## src/rtl/decode_issue_stage_pkg.sv

```systemverilog
// Shared command encodings, opcodes and build options for decode_issue_stage.
// Optional macro WB_BYPASS_EN enables same-cycle writeback bypass.
`ifndef FUNC_SIZE
`define FUNC_SIZE 4
`endif
`ifndef MAX_LENGTH
`define MAX_LENGTH 32
`endif
`ifndef NOP_EXECUTE
`define NOP_EXECUTE 4'd0
`endif
`ifndef ADD_EXECUTE
`define ADD_EXECUTE 4'd1
`endif
`ifndef SUB_EXECUTE
`define SUB_EXECUTE 4'd2
`endif

package decode_issue_stage_pkg;

    localparam logic [3:0] OPC_NOP  = 4'h0;
    localparam logic [3:0] OPC_ADD  = 4'h1;
    localparam logic [3:0] OPC_SUB  = 4'h2;
    localparam logic [3:0] OPC_ADDI = 4'h3;

`ifdef WB_BYPASS_EN
    localparam bit WB_BYPASS = 1'b1;
`else
    localparam bit WB_BYPASS = 1'b0;
`endif

endpackage

```

## src/rtl/decode_issue_stage_if.sv

```systemverilog
// Execute-side bundle of decode_issue_stage with valid/ready handshake.
// Contents do not depend on WB_BYPASS_EN.
interface decode_issue_stage_if;

    logic                   ex_valid;
    logic                   ex_ready;
    logic [`FUNC_SIZE-1:0]  EXE_CMD;
    logic [`MAX_LENGTH-1:0] valuein1;
    logic [`MAX_LENGTH-1:0] valuein2;
    logic [3:0]             ex_dest;
    logic                   ex_wen;
    logic                   illegal_op;

    modport master (
        output ex_valid, EXE_CMD, valuein1, valuein2,
        output ex_dest, ex_wen, illegal_op,
        input  ex_ready
    );

    modport slave (
        input  ex_valid, EXE_CMD, valuein1, valuein2,
        input  ex_dest, ex_wen, illegal_op,
        output ex_ready
    );

endinterface

```

## src/rtl/decode_issue_stage_reg_scoreboard.sv

```systemverilog
// Per-register pending bits for RAW/WAW hazard detection.
// With WB_BYPASS_EN a same-cycle writeback hides the pending bit.
module reg_scoreboard
    import decode_issue_stage_pkg::*;
#(
    parameter int REG_ADDR_W = 4
) (
    input  logic                  clk,
    input  logic                  rst,
    input  logic                  set_en,
    input  logic [REG_ADDR_W-1:0] set_addr,
    input  logic                  clr_en,
    input  logic [REG_ADDR_W-1:0] clr_addr,
    input  logic [REG_ADDR_W-1:0] rs1,
    input  logic [REG_ADDR_W-1:0] rs2,
    input  logic [REG_ADDR_W-1:0] rd,
    output logic                  busy_rs1,
    output logic                  busy_rs2,
    output logic                  busy_rd
);

    localparam int REG_COUNT = 1 << REG_ADDR_W;

    logic [REG_COUNT-1:0] pend;
    logic [REG_COUNT-1:0] pend_nxt;

    // next pending set: clear first so a same-register set wins
    always_comb begin
        pend_nxt = pend;
        if (clr_en) pend_nxt[clr_addr] = 1'b0;
        if (set_en) pend_nxt[set_addr] = 1'b1;
        pend_nxt[0] = 1'b0;
    end

    // pending bit register
    always_ff @(posedge clk) begin
        if (rst) pend <= '0;
        else     pend <= pend_nxt;
    end

    function automatic logic busy(input logic [REG_ADDR_W-1:0] a);
        logic hit;
        hit = WB_BYPASS && clr_en && (clr_addr == a);
        return pend[a] && !hit;
    endfunction

    assign busy_rs1 = busy(rs1);
    assign busy_rs2 = busy(rs2);
    assign busy_rd  = busy(rd);

endmodule

```

## src/rtl/decode_issue_stage.sv

```systemverilog
// Decode/issue stage: decodes fetch words, checks hazards, registers bundle.
// Define WB_BYPASS_EN to forward same-cycle writeback data to sources.
module decode_issue_stage
    import decode_issue_stage_pkg::*;
#(
    parameter int INSTR_WIDTH = 16,
    parameter int REG_ADDR_W  = 4,
    parameter int DATA_W      = `MAX_LENGTH
) (
    input  logic                   clk,
    input  logic                   rst,
    input  logic                   if_valid,
    input  logic [INSTR_WIDTH-1:0] if_instr,
    output logic                   if_ready,
    output logic [REG_ADDR_W-1:0]  rf_raddr1,
    output logic [REG_ADDR_W-1:0]  rf_raddr2,
    input  logic [DATA_W-1:0]      rf_rdata1,
    input  logic [DATA_W-1:0]      rf_rdata2,
    input  logic                   wb_valid,
    input  logic [REG_ADDR_W-1:0]  wb_addr,
    input  logic [DATA_W-1:0]      wb_data,
    decode_issue_stage_if.master   ex
);

    logic [3:0]            opc;
    logic [REG_ADDR_W-1:0] rd;
    logic [REG_ADDR_W-1:0] rs1;
    logic [REG_ADDR_W-1:0] rs2;

    assign opc = if_instr[15:12];
    assign rd  = if_instr[11:8];
    assign rs1 = if_instr[7:4];
    assign rs2 = if_instr[3:0];

    assign rf_raddr1 = rs1;
    assign rf_raddr2 = rs2;

    logic [`FUNC_SIZE-1:0] cmd;
    logic use1;
    logic use2;
    logic writes;
    logic imm_sel;
    logic illegal;

    // opcode decode
    always_comb begin
        cmd     = `NOP_EXECUTE;
        use1    = 1'b0;
        use2    = 1'b0;
        writes  = 1'b0;
        imm_sel = 1'b0;
        illegal = 1'b0;
        unique case (opc)
            OPC_NOP: ;
            OPC_ADD: begin
                cmd    = `ADD_EXECUTE;
                use1   = 1'b1;
                use2   = 1'b1;
                writes = 1'b1;
            end
            OPC_SUB: begin
                cmd    = `SUB_EXECUTE;
                use1   = 1'b1;
                use2   = 1'b1;
                writes = 1'b1;
            end
            OPC_ADDI: begin
                cmd     = `ADD_EXECUTE;
                use1    = 1'b1;
                writes  = 1'b1;
                imm_sel = 1'b1;
            end
            default: illegal = 1'b1;
        endcase
    end

    logic wen;
    assign wen = writes && (rd != '0);

    logic hit1;
    logic hit2;
    assign hit1 = WB_BYPASS && wb_valid && (wb_addr == rs1);
    assign hit2 = WB_BYPASS && wb_valid && (wb_addr == rs2);

    logic [DATA_W-1:0] rd1;
    logic [DATA_W-1:0] rd2;
    logic [DATA_W-1:0] op1;
    logic [DATA_W-1:0] op2;

    assign rd1 = (rs1 == '0) ? '0 : (hit1 ? wb_data : rf_rdata1);
    assign rd2 = (rs2 == '0) ? '0 : (hit2 ? wb_data : rf_rdata2);
    assign op1 = use1 ? rd1 : '0;
    assign op2 = imm_sel ? DATA_W'(rs2) : (use2 ? rd2 : '0);

    logic busy_rs1;
    logic busy_rs2;
    logic busy_rd;
    logic hazard;
    logic accept;
    logic ex_valid_q;

    assign hazard = (use1 && busy_rs1)
                 || (use2 && busy_rs2)
                 || (wen && busy_rd);
    assign if_ready = !rst && !hazard
                   && (!ex_valid_q || ex.ex_ready);
    assign accept = if_valid && if_ready;

    reg_scoreboard #(.REG_ADDR_W(REG_ADDR_W)) u_sb (
        .clk      (clk),
        .rst      (rst),
        .set_en   (accept && wen),
        .set_addr (rd),
        .clr_en   (wb_valid),
        .clr_addr (wb_addr),
        .rs1      (rs1),
        .rs2      (rs2),
        .rd       (rd),
        .busy_rs1 (busy_rs1),
        .busy_rs2 (busy_rs2),
        .busy_rd  (busy_rd)
    );

    logic [`FUNC_SIZE-1:0] cmd_q;
    logic [DATA_W-1:0]     v1_q;
    logic [DATA_W-1:0]     v2_q;
    logic [3:0]            dest_q;
    logic                  wen_q;

    // output bundle register: load on accept, hold under backpressure
    always_ff @(posedge clk) begin
        if (rst) begin
            ex_valid_q <= 1'b0;
            cmd_q      <= `NOP_EXECUTE;
            v1_q       <= '0;
            v2_q       <= '0;
            dest_q     <= '0;
            wen_q      <= 1'b0;
        end else if (accept) begin
            ex_valid_q <= 1'b1;
            cmd_q      <= cmd;
            v1_q       <= op1;
            v2_q       <= op2;
            dest_q     <= 4'(rd);
            wen_q      <= wen;
        end else if (ex.ex_ready) begin
            ex_valid_q <= 1'b0;
        end
    end

    assign ex.ex_valid   = ex_valid_q;
    assign ex.EXE_CMD    = cmd_q;
    assign ex.valuein1   = v1_q;
    assign ex.valuein2   = v2_q;
    assign ex.ex_dest    = dest_q;
    assign ex.ex_wen     = wen_q;
    assign ex.illegal_op = accept && illegal;

endmodule

```

## src/flat_wrapper.sv

```systemverilog
// flat-port wrapper written by rule: the top's interface ports become plain ports
module decode_issue_stage_flat import decode_issue_stage_pkg::*;
#(
    parameter int INSTR_WIDTH = 16,
    parameter int REG_ADDR_W  = 4,
    parameter int DATA_W      = `MAX_LENGTH
)
  (clk, rst, if_valid, if_instr, if_ready, rf_raddr1, rf_raddr2, rf_rdata1, rf_rdata2, wb_valid, wb_addr, wb_data, ex_ex_valid, ex_EXE_CMD, ex_valuein1, ex_valuein2, ex_ex_dest, ex_ex_wen, ex_illegal_op, ex_ex_ready);
  decode_issue_stage_if ex_i ();
  input  logic clk;
  input  logic rst;
  input  logic if_valid;
  input  logic [INSTR_WIDTH-1:0] if_instr;
  output logic if_ready;
  output logic [REG_ADDR_W-1:0] rf_raddr1;
  output logic [REG_ADDR_W-1:0] rf_raddr2;
  input  logic [DATA_W-1:0] rf_rdata1;
  input  logic [DATA_W-1:0] rf_rdata2;
  input  logic wb_valid;
  input  logic [REG_ADDR_W-1:0] wb_addr;
  input  logic [DATA_W-1:0] wb_data;
  output wire logic [$bits(ex_i.ex_valid)-1:0] ex_ex_valid;
  output wire logic [$bits(ex_i.EXE_CMD)-1:0] ex_EXE_CMD;
  output wire logic [$bits(ex_i.valuein1)-1:0] ex_valuein1;
  output wire logic [$bits(ex_i.valuein2)-1:0] ex_valuein2;
  output wire logic [$bits(ex_i.ex_dest)-1:0] ex_ex_dest;
  output wire logic [$bits(ex_i.ex_wen)-1:0] ex_ex_wen;
  output wire logic [$bits(ex_i.illegal_op)-1:0] ex_illegal_op;
  input wire logic [$bits(ex_i.ex_ready)-1:0] ex_ex_ready;
  assign ex_ex_valid = ex_i.ex_valid;
  assign ex_EXE_CMD = ex_i.EXE_CMD;
  assign ex_valuein1 = ex_i.valuein1;
  assign ex_valuein2 = ex_i.valuein2;
  assign ex_ex_dest = ex_i.ex_dest;
  assign ex_ex_wen = ex_i.ex_wen;
  assign ex_illegal_op = ex_i.illegal_op;
  assign ex_i.ex_ready = ex_ex_ready;
  decode_issue_stage #(.INSTR_WIDTH(INSTR_WIDTH), .REG_ADDR_W(REG_ADDR_W), .DATA_W(DATA_W)) u_core (.clk(clk), .rst(rst), .if_valid(if_valid), .if_instr(if_instr), .if_ready(if_ready), .rf_raddr1(rf_raddr1), .rf_raddr2(rf_raddr2), .rf_rdata1(rf_rdata1), .rf_rdata2(rf_rdata2), .wb_valid(wb_valid), .wb_addr(wb_addr), .wb_data(wb_data), .ex(ex_i));
endmodule
```

## config.mk

```make
export PLATFORM = sky130hd
export DESIGN_NAME = decode_issue_stage_flat
export DESIGN_NICKNAME = d
export VERILOG_FILES = /design/src/rtl/decode_issue_stage_pkg.sv /design/src/rtl/decode_issue_stage_if.sv /design/src/rtl/decode_issue_stage_reg_scoreboard.sv /design/src/rtl/decode_issue_stage.sv /design/src/flat_wrapper.sv
export SDC_FILE = /design/constraint.sdc
export NUM_CORES = 1
export LEC_CHECK = 0
export CAP_MARGIN = 20
export CORE_MARGIN = 4
export CORE_UTILIZATION = 41
export CTS_BUF_LIST = sky130_fd_sc_hd__clkbuf_16
export DETAILED_ROUTE_END_ITERATION = 7
export PLACE_DENSITY = 0.8
export SLEW_MARGIN = 30
export SYNTH_ARGS = -nofsm -noshare
export SYNTH_HDL_FRONTEND = slang
export SYNTH_HIERARCHICAL = 1
export SYNTH_SLANG_ARGS = --single-unit
```

## constraint.sdc

```tcl
create_clock -name clk -period 2.8 [get_ports clk]
set_input_delay 0.28 -clock clk [delete_from_list [all_inputs] [get_ports clk]]
set_output_delay 0.28 -clock clk [all_outputs]
set_load 0.05 [all_outputs]
```

Word level (Yosys, flattened, before mapping)
Cells that the tools add are included.

operators by class
  order comparisons = 6
  equality and inequality tests = 3
  multiplexer cells = 24
  bitwise logic cells = 3
  reductions and logical operators = 26

operators with widths
  cell                                                                          count
  32-bit two-way mux                                                            5
  16-bit two-way mux                                                            2
  4-bit by 5-bit less-than comparator with 1-bit output, second input constant  4
  16-bit AND                                                                    1
  16-bit inverter                                                               1
  16-bit OR                                                                     1
  1-bit binary-select mux with 4-bit select                                     3
  4-bit logical NOT                                                             3
  1-bit logical AND                                                             11
  1-bit two-way mux                                                             11
  1-bit demux with 4-bit select                                                 2
  4-bit by 2-bit == test with 1-bit output, second input constant               2
  4-bit by 1-bit >= comparator with 1-bit output, second input constant         2
  4-bit by 1-bit == test with 1-bit output, second input constant               1
  2-bit one-hot mux with 2 select lines                                         1
  4-bit nonzero test                                                            1
  2-bit OR reduction                                                            2
  4-bit OR reduction                                                            1
  1-bit logical NOT                                                             3
  1-bit logical OR                                                              3
  3-bit OR reduction                                                            1
  2-bit nonzero test                                                            1

storage, ports and cells
  flip-flop bits (word level) = 90
  input port bits = 121
  output and inout port bits = 84
  word-level logic and storage cells = 70

Longest topological paths before layout
  depth after elaboration = 12
  gate-level depth with buffers = 10
  gate-level depth less buffers = 9

Hierarchy
Netlist, hierarchy kept.

modules (own cells, without submodules)
  module              instances  cells an instance  area an instance (µm²)  sequential area each (µm²)
  decode_issue_stage  1          347                3,204.3                 1,441.4
  reg_scoreboard      1          124                1,087.3                 300.3

Worst setup path before layout
OpenSTA, ideal clock, no wires.

  path type = in2out
  from = input port if_instr[1]
  to = output port ex_illegal_op
  arrival time = 2,410 ps
  data required time = 2,520 ps
  path slack = 110 ps
  cell stages on the path = 8
  buffers on the path = 2
  path through = buf_6 > mux4_2 > o22ai_1 > a31oi_1 > a311oi_2 > nand2_4 > buf_4 > nor2_1

between the ends
  word-level cells in the longest chain between the ends = 10

ends and longest elaborated chain
  element                                    line                                     RTL
  start: declaration                         flat_wrapper.sv:13                       input logic [INSTR_WIDTH-1:0] if_instr;
  1-bit binary-select mux with 4-bit select  decode_issue_stage_reg_scoreboard.sv:44  return pend[a] && !hit;
  1-bit two-way mux (implied by the code)    decode_issue_stage_reg_scoreboard.sv:44
  named net u_core.busy_rs2                  decode_issue_stage.sv:96                 logic busy_rs2;
  1-bit logical AND                          decode_issue_stage.sv:103                || (use2 && busy_rs2)
  1-bit logical OR                           decode_issue_stage.sv:103
  1-bit logical OR                           decode_issue_stage.sv:104                || (wen && busy_rd);
  1-bit logical NOT                          decode_issue_stage.sv:105                assign if_ready = !rst && !hazard
  1-bit logical AND                          decode_issue_stage.sv:105
  1-bit logical AND                          decode_issue_stage.sv:106                && (!ex_valid_q || ex.ex_ready);
  1-bit logical AND                          decode_issue_stage.sv:107                assign accept = if_valid && if_ready;
  1-bit logical AND                          decode_issue_stage.sv:157                assign ex.illegal_op = accept && illegal;
  end: declaration                           flat_wrapper.sv:28                       output wire logic [$bits(ex_i.illegal_op)-1:0] ex_illegal_op;

The timed path passes the listed nets, and every way through them passes these cells. The select of a mux whose other input is x is not followed.

Worst setup path after layout
  from = input port if_instr[10]
  to = output port if_ready

between the ends
  word-level cells in the longest chain between the ends = 7
  elaborated cells on any way between the ends = 9
  those cells by class = 2 x mux; 7 x reduce/logical

ends and longest elaborated chain
  element                                    line                                     RTL
  1-bit binary-select mux with 4-bit select  decode_issue_stage_reg_scoreboard.sv:44
  1-bit two-way mux (implied by the code)    decode_issue_stage_reg_scoreboard.sv:44
  named net u_core.busy_rd                   decode_issue_stage.sv:97                 logic busy_rd;
  1-bit logical AND                          decode_issue_stage.sv:104
  1-bit logical OR                           decode_issue_stage.sv:104
  1-bit logical NOT                          decode_issue_stage.sv:105
  1-bit logical AND                          decode_issue_stage.sv:105
  1-bit logical AND                          decode_issue_stage.sv:106
  end: declaration                           flat_wrapper.sv:14                       output logic if_ready;

The timed path passes the listed nets, and every way through them passes these cells. The select of a mux whose other input is x is not followed.

==> flow_metrics.env <==
export IMPL_timing_final_crit_share=0.964
export IMPL_cts_max_level=3
export IMPL_criticalPathCategory="input port to primary output"
export IMPL_cap_violations=0
export IMPL_clock_power_share=0.378
export IMPL_cellLeakagePower_nw=2.65
export IMPL_grtUsageMet3=0.0489
export IMPL_clock_sinks=87
export IMPL_clock_latency_ns=0.33
export IMPL_syn_area_per_cell_sq_um=9.11
export IMPL_grtUsageTotal=0.201
export IMPL_synth_fa_ha_area_frac=0
export IMPL_p_int_mw=2.12
export IMPL_die_area_sq_um=12200
export IMPL_grt_pass1_vias=3997
export IMPL_layout_drive_gt1_share=0.105
export IMPL_finalCriticalPeriod_ns=2.70
export IMPL_synth_top_cell_area_share=0.406
export IMPL_synth_edff_count=0
export IMPL_portBuffers=170
export IMPL_cp_end_kind="primary output"
export IMPL_nFillCells=894
export IMPL_drtIter0Drc=161
export IMPL_synth_top_family_by_area="simple AND/OR/NAND/NOR gates"
export IMPL_routed_wl_mm=12.5
export IMPL_async_reset_ff_frac=0
export IMPL_slew_headroom=0.464
export IMPL_top_usage_layer="met2"
export IMPL_crit_required_ns=2.52
export IMPL_clk_path_buf_depth=2
export IMPL_dieHeight_microns=110
export IMPL_synth_seq_cells=87
export IMPL_synthFlopType="dfxtp_1"
export IMPL_post_route_drc_count=0
export IMPL_multi_input_area_sq_um=2330
export IMPL_syn_inst=471
export IMPL_num_vias=3999
export IMPL_drtPass1Iterations=4
export IMPL_ant_nets=0
export IMPL_peakVddDrop_mv=0.271
export IMPL_slew_viol_final=0
export IMPL_synthSimpleGateAreaFrac=0.236
export IMPL_final_seq_area_sq_um=1740
export IMPL_place_hpwl_mm=9.30
export IMPL_total_power_mw=2.90
export IMPL_core_area_sq_um=10300
export IMPL_nets=763
export IMPL_critPathMaxFanout=7
export IMPL_worst_pin_slew_ns=0.804
export IMPL_p_per_area_nw_per_um2=446
export IMPL_tritoncts="built"
export IMPL_use_met1=0.237
export IMPL_grt_pass1_wl_mm=19.3
export IMPL_wl_per_cell_microns=15.9
export IMPL_yosysSeqAreaShare=0.406
export IMPL_swShare=0.270
export IMPL_switchingPower_mw=0.783
export IMPL_synth_compound_area_frac=0.0682
export IMPL_antenna_found_initial=0
export IMPL_yosysWarnings=6
export IMPL_use_met2=0.355
export IMPL_cts_root_buf="clkbuf_16"
export IMPL_n_antenna_cell=0
export IMPL_netlist_top_cells_area="dfxtp_1 41%, mux2i_1 16%, nand2_1 11%, nand2b_1 4.2%, buf_4 2.8%"
export IMPL_combPwrFrac=0.185
export IMPL_synthMuxAreaShare=0.227
export IMPL_syn_to_final_growth_pct=51.6
export IMPL_rsz0062_at_grt="no"
export IMPL_overflow=0
export IMPL_cp_start_kind="input port"
export IMPL_postCtsSetupRepairBufs=0
export IMPL_die_w_microns=110
export IMPL_setup_ws_ns=0.101
export IMPL_cts_hold_buffers_added=0
export IMPL_routabilityCongestion=0.886
export IMPL_status="completed"
export IMPL_cts_buffers=9
export IMPL_initial_core_util=0.418
export IMPL_clk_pin_slew_ns=0.06
export IMPL_ys_types=44
export IMPL_hold_slack_ns=0.457
export IMPL_setup_violations=0
export IMPL_place_ws_ns=-0.212
export IMPL_max_freq_ghz=0.371
export IMPL_synth_xor_area_frac=0.00379
export IMPL_seqPwrFrac=0.436
export IMPL_ios=205
export IMPL_skew_ns=0.00963
export IMPL_grt_max_degree=48
export IMPL_hold_viol_final=0
export IMPL_vias_per_cell=5.11
export IMPL_syn_area_sq_um=4290
export IMPL_rows=37
export IMPL_hold_class="register to register"
export IMPL_yosysTopAreaCell="dfxtp_1"
export IMPL_cp_arrival_ns=2.42
[flip-flops by register name, indices dropped and copies added, names as in the netlist]
name	cells
u_core/u_sb/pend	15
u_core/ex.ex_wen	1
u_core/ex.valuein1	32
u_core/ex.ex_valid	1
u_core/ex.EXE_CMD	2
u_core/ex.valuein2	32
u_core/ex.ex_dest	4
[per-layer routing]
| layer | share of wire | wire [microns] |
|---|---|---|
| met1 | 0.41 | 5080 |
| met2 | 0.50 | 6240 |
| met3 | 0.076 | 952 |
| met4 | 0.014 | 180 |
| met5 | 0 | 0 |
[path summary, 6_finish.rpt]
kind / to / cells past startpoint / start / slack (ns)
max: if_ready / 10 / if_instr[10] / 0.10
min: u_core/ex.valuein2[19] / 2 / u_core/ex.valuein2[19] / 0.46
max reg2reg: u_core/u_sb/pend[12] / 9 / u_core/u_sb/pend[5] / 0.39
min reg2reg: u_core/ex.valuein2[19] / 2 / u_core/ex.valuein2[19] / 0.46
[cells in the final DEF (no fill, tap or decap), types with 3 or more instances in the layout]
cell type,count
inv_1,4
mux2_2,5
a31oi_1,5
clkdlybuf4s50_1,165
mux4_2,3
nor2b_1,11
dfxtp_1,87
nand2b_1,29
clkinvlp_4,3
mux4_1,3
and3_1,3
nor4_1,3
o21ai_0,15
a21oi_1,20
nand2_1,124
buf_12,7
nor2_1,6
o22a_1,3
o22ai_1,3
mux2_4,6
mux2i_1,68
nand3_1,10
clkbuf_16,9
buf_4,20
[power groups by stage]
stage	logic (mW)	registers, mW	clock network (mW)
floorplan	0.219	1.36	0
global placement	0.528	1.29	0
detailed placement	0.537	1.30	0
CTS	0.539	1.27	1.13
global route	0.569	1.27	1.18
finish	0.538	1.27	1.10
[worst max-delay path: stages]
cell             delay, ns
clkdlybuf4s50_1       0.45
buf_4                 0.15
mux4_2                0.50
o22ai_1               0.20
a31oi_1               0.06
nor2_1                0.09
a2111o_1              0.17
buf_4                 0.13
and3_1                0.22
buf_12                0.16
[metrics by stage]
stage	instance area (sq um)	std cells	setup TNS, ns	util
4_1_cts	6480	783	0	0.631
3_3_place_gp	6210	767	-2.67	0.604
2_1_floorplan	4300	472	0	-
6_report	6510	783	0	0.633
3_5_place_dp	6210	767	-7.83	0.604
5_1_grt	6510	783	0	0.633
[cells by family after synthesis]
logic type	after synthesis
other	1
buffers and inverters	41
and+or+nand+nor	206
muxes	85
DFF	87
xor gates and xnor gates	1
AOI/OAI and AO/OA	50
[cell type report]
type	instances	area share
clock buffers	9	0.0346
clock inverters	7	0.00731
inverters	5	0.00288
multi-input cells	344	0.358
flip-flops and latches	87	0.268
well taps	136	0.0261
repair buffers	195	0.304
[cell usage after synthesis, drive strengths merged (2+ instances only)]
library cell,n
a21oi,20
a31oi,6
and3,3
and3b,2
buf,24
clkbuf,12
dfxtp,87
inv,5
mux2,11
mux2i,68
mux4,6
nand2,125
nand2b,29
nand3,10
nand3b,2
nor2,7
nor2b,11
nor4,4
nor4bb,3
o21ai,15
o22a,3
o22ai,3
or2,2
[what timing repair did]
item | 4_1_cts | 5_1_grt
endpoints found under the hold margin | 0 | 0
pin swaps | 0 | 2
setup endpoints to repair | 2 | 2
cloned | 0 | 0
resized for setup | 2 | 5
Power figures use the tool's default switching activity.
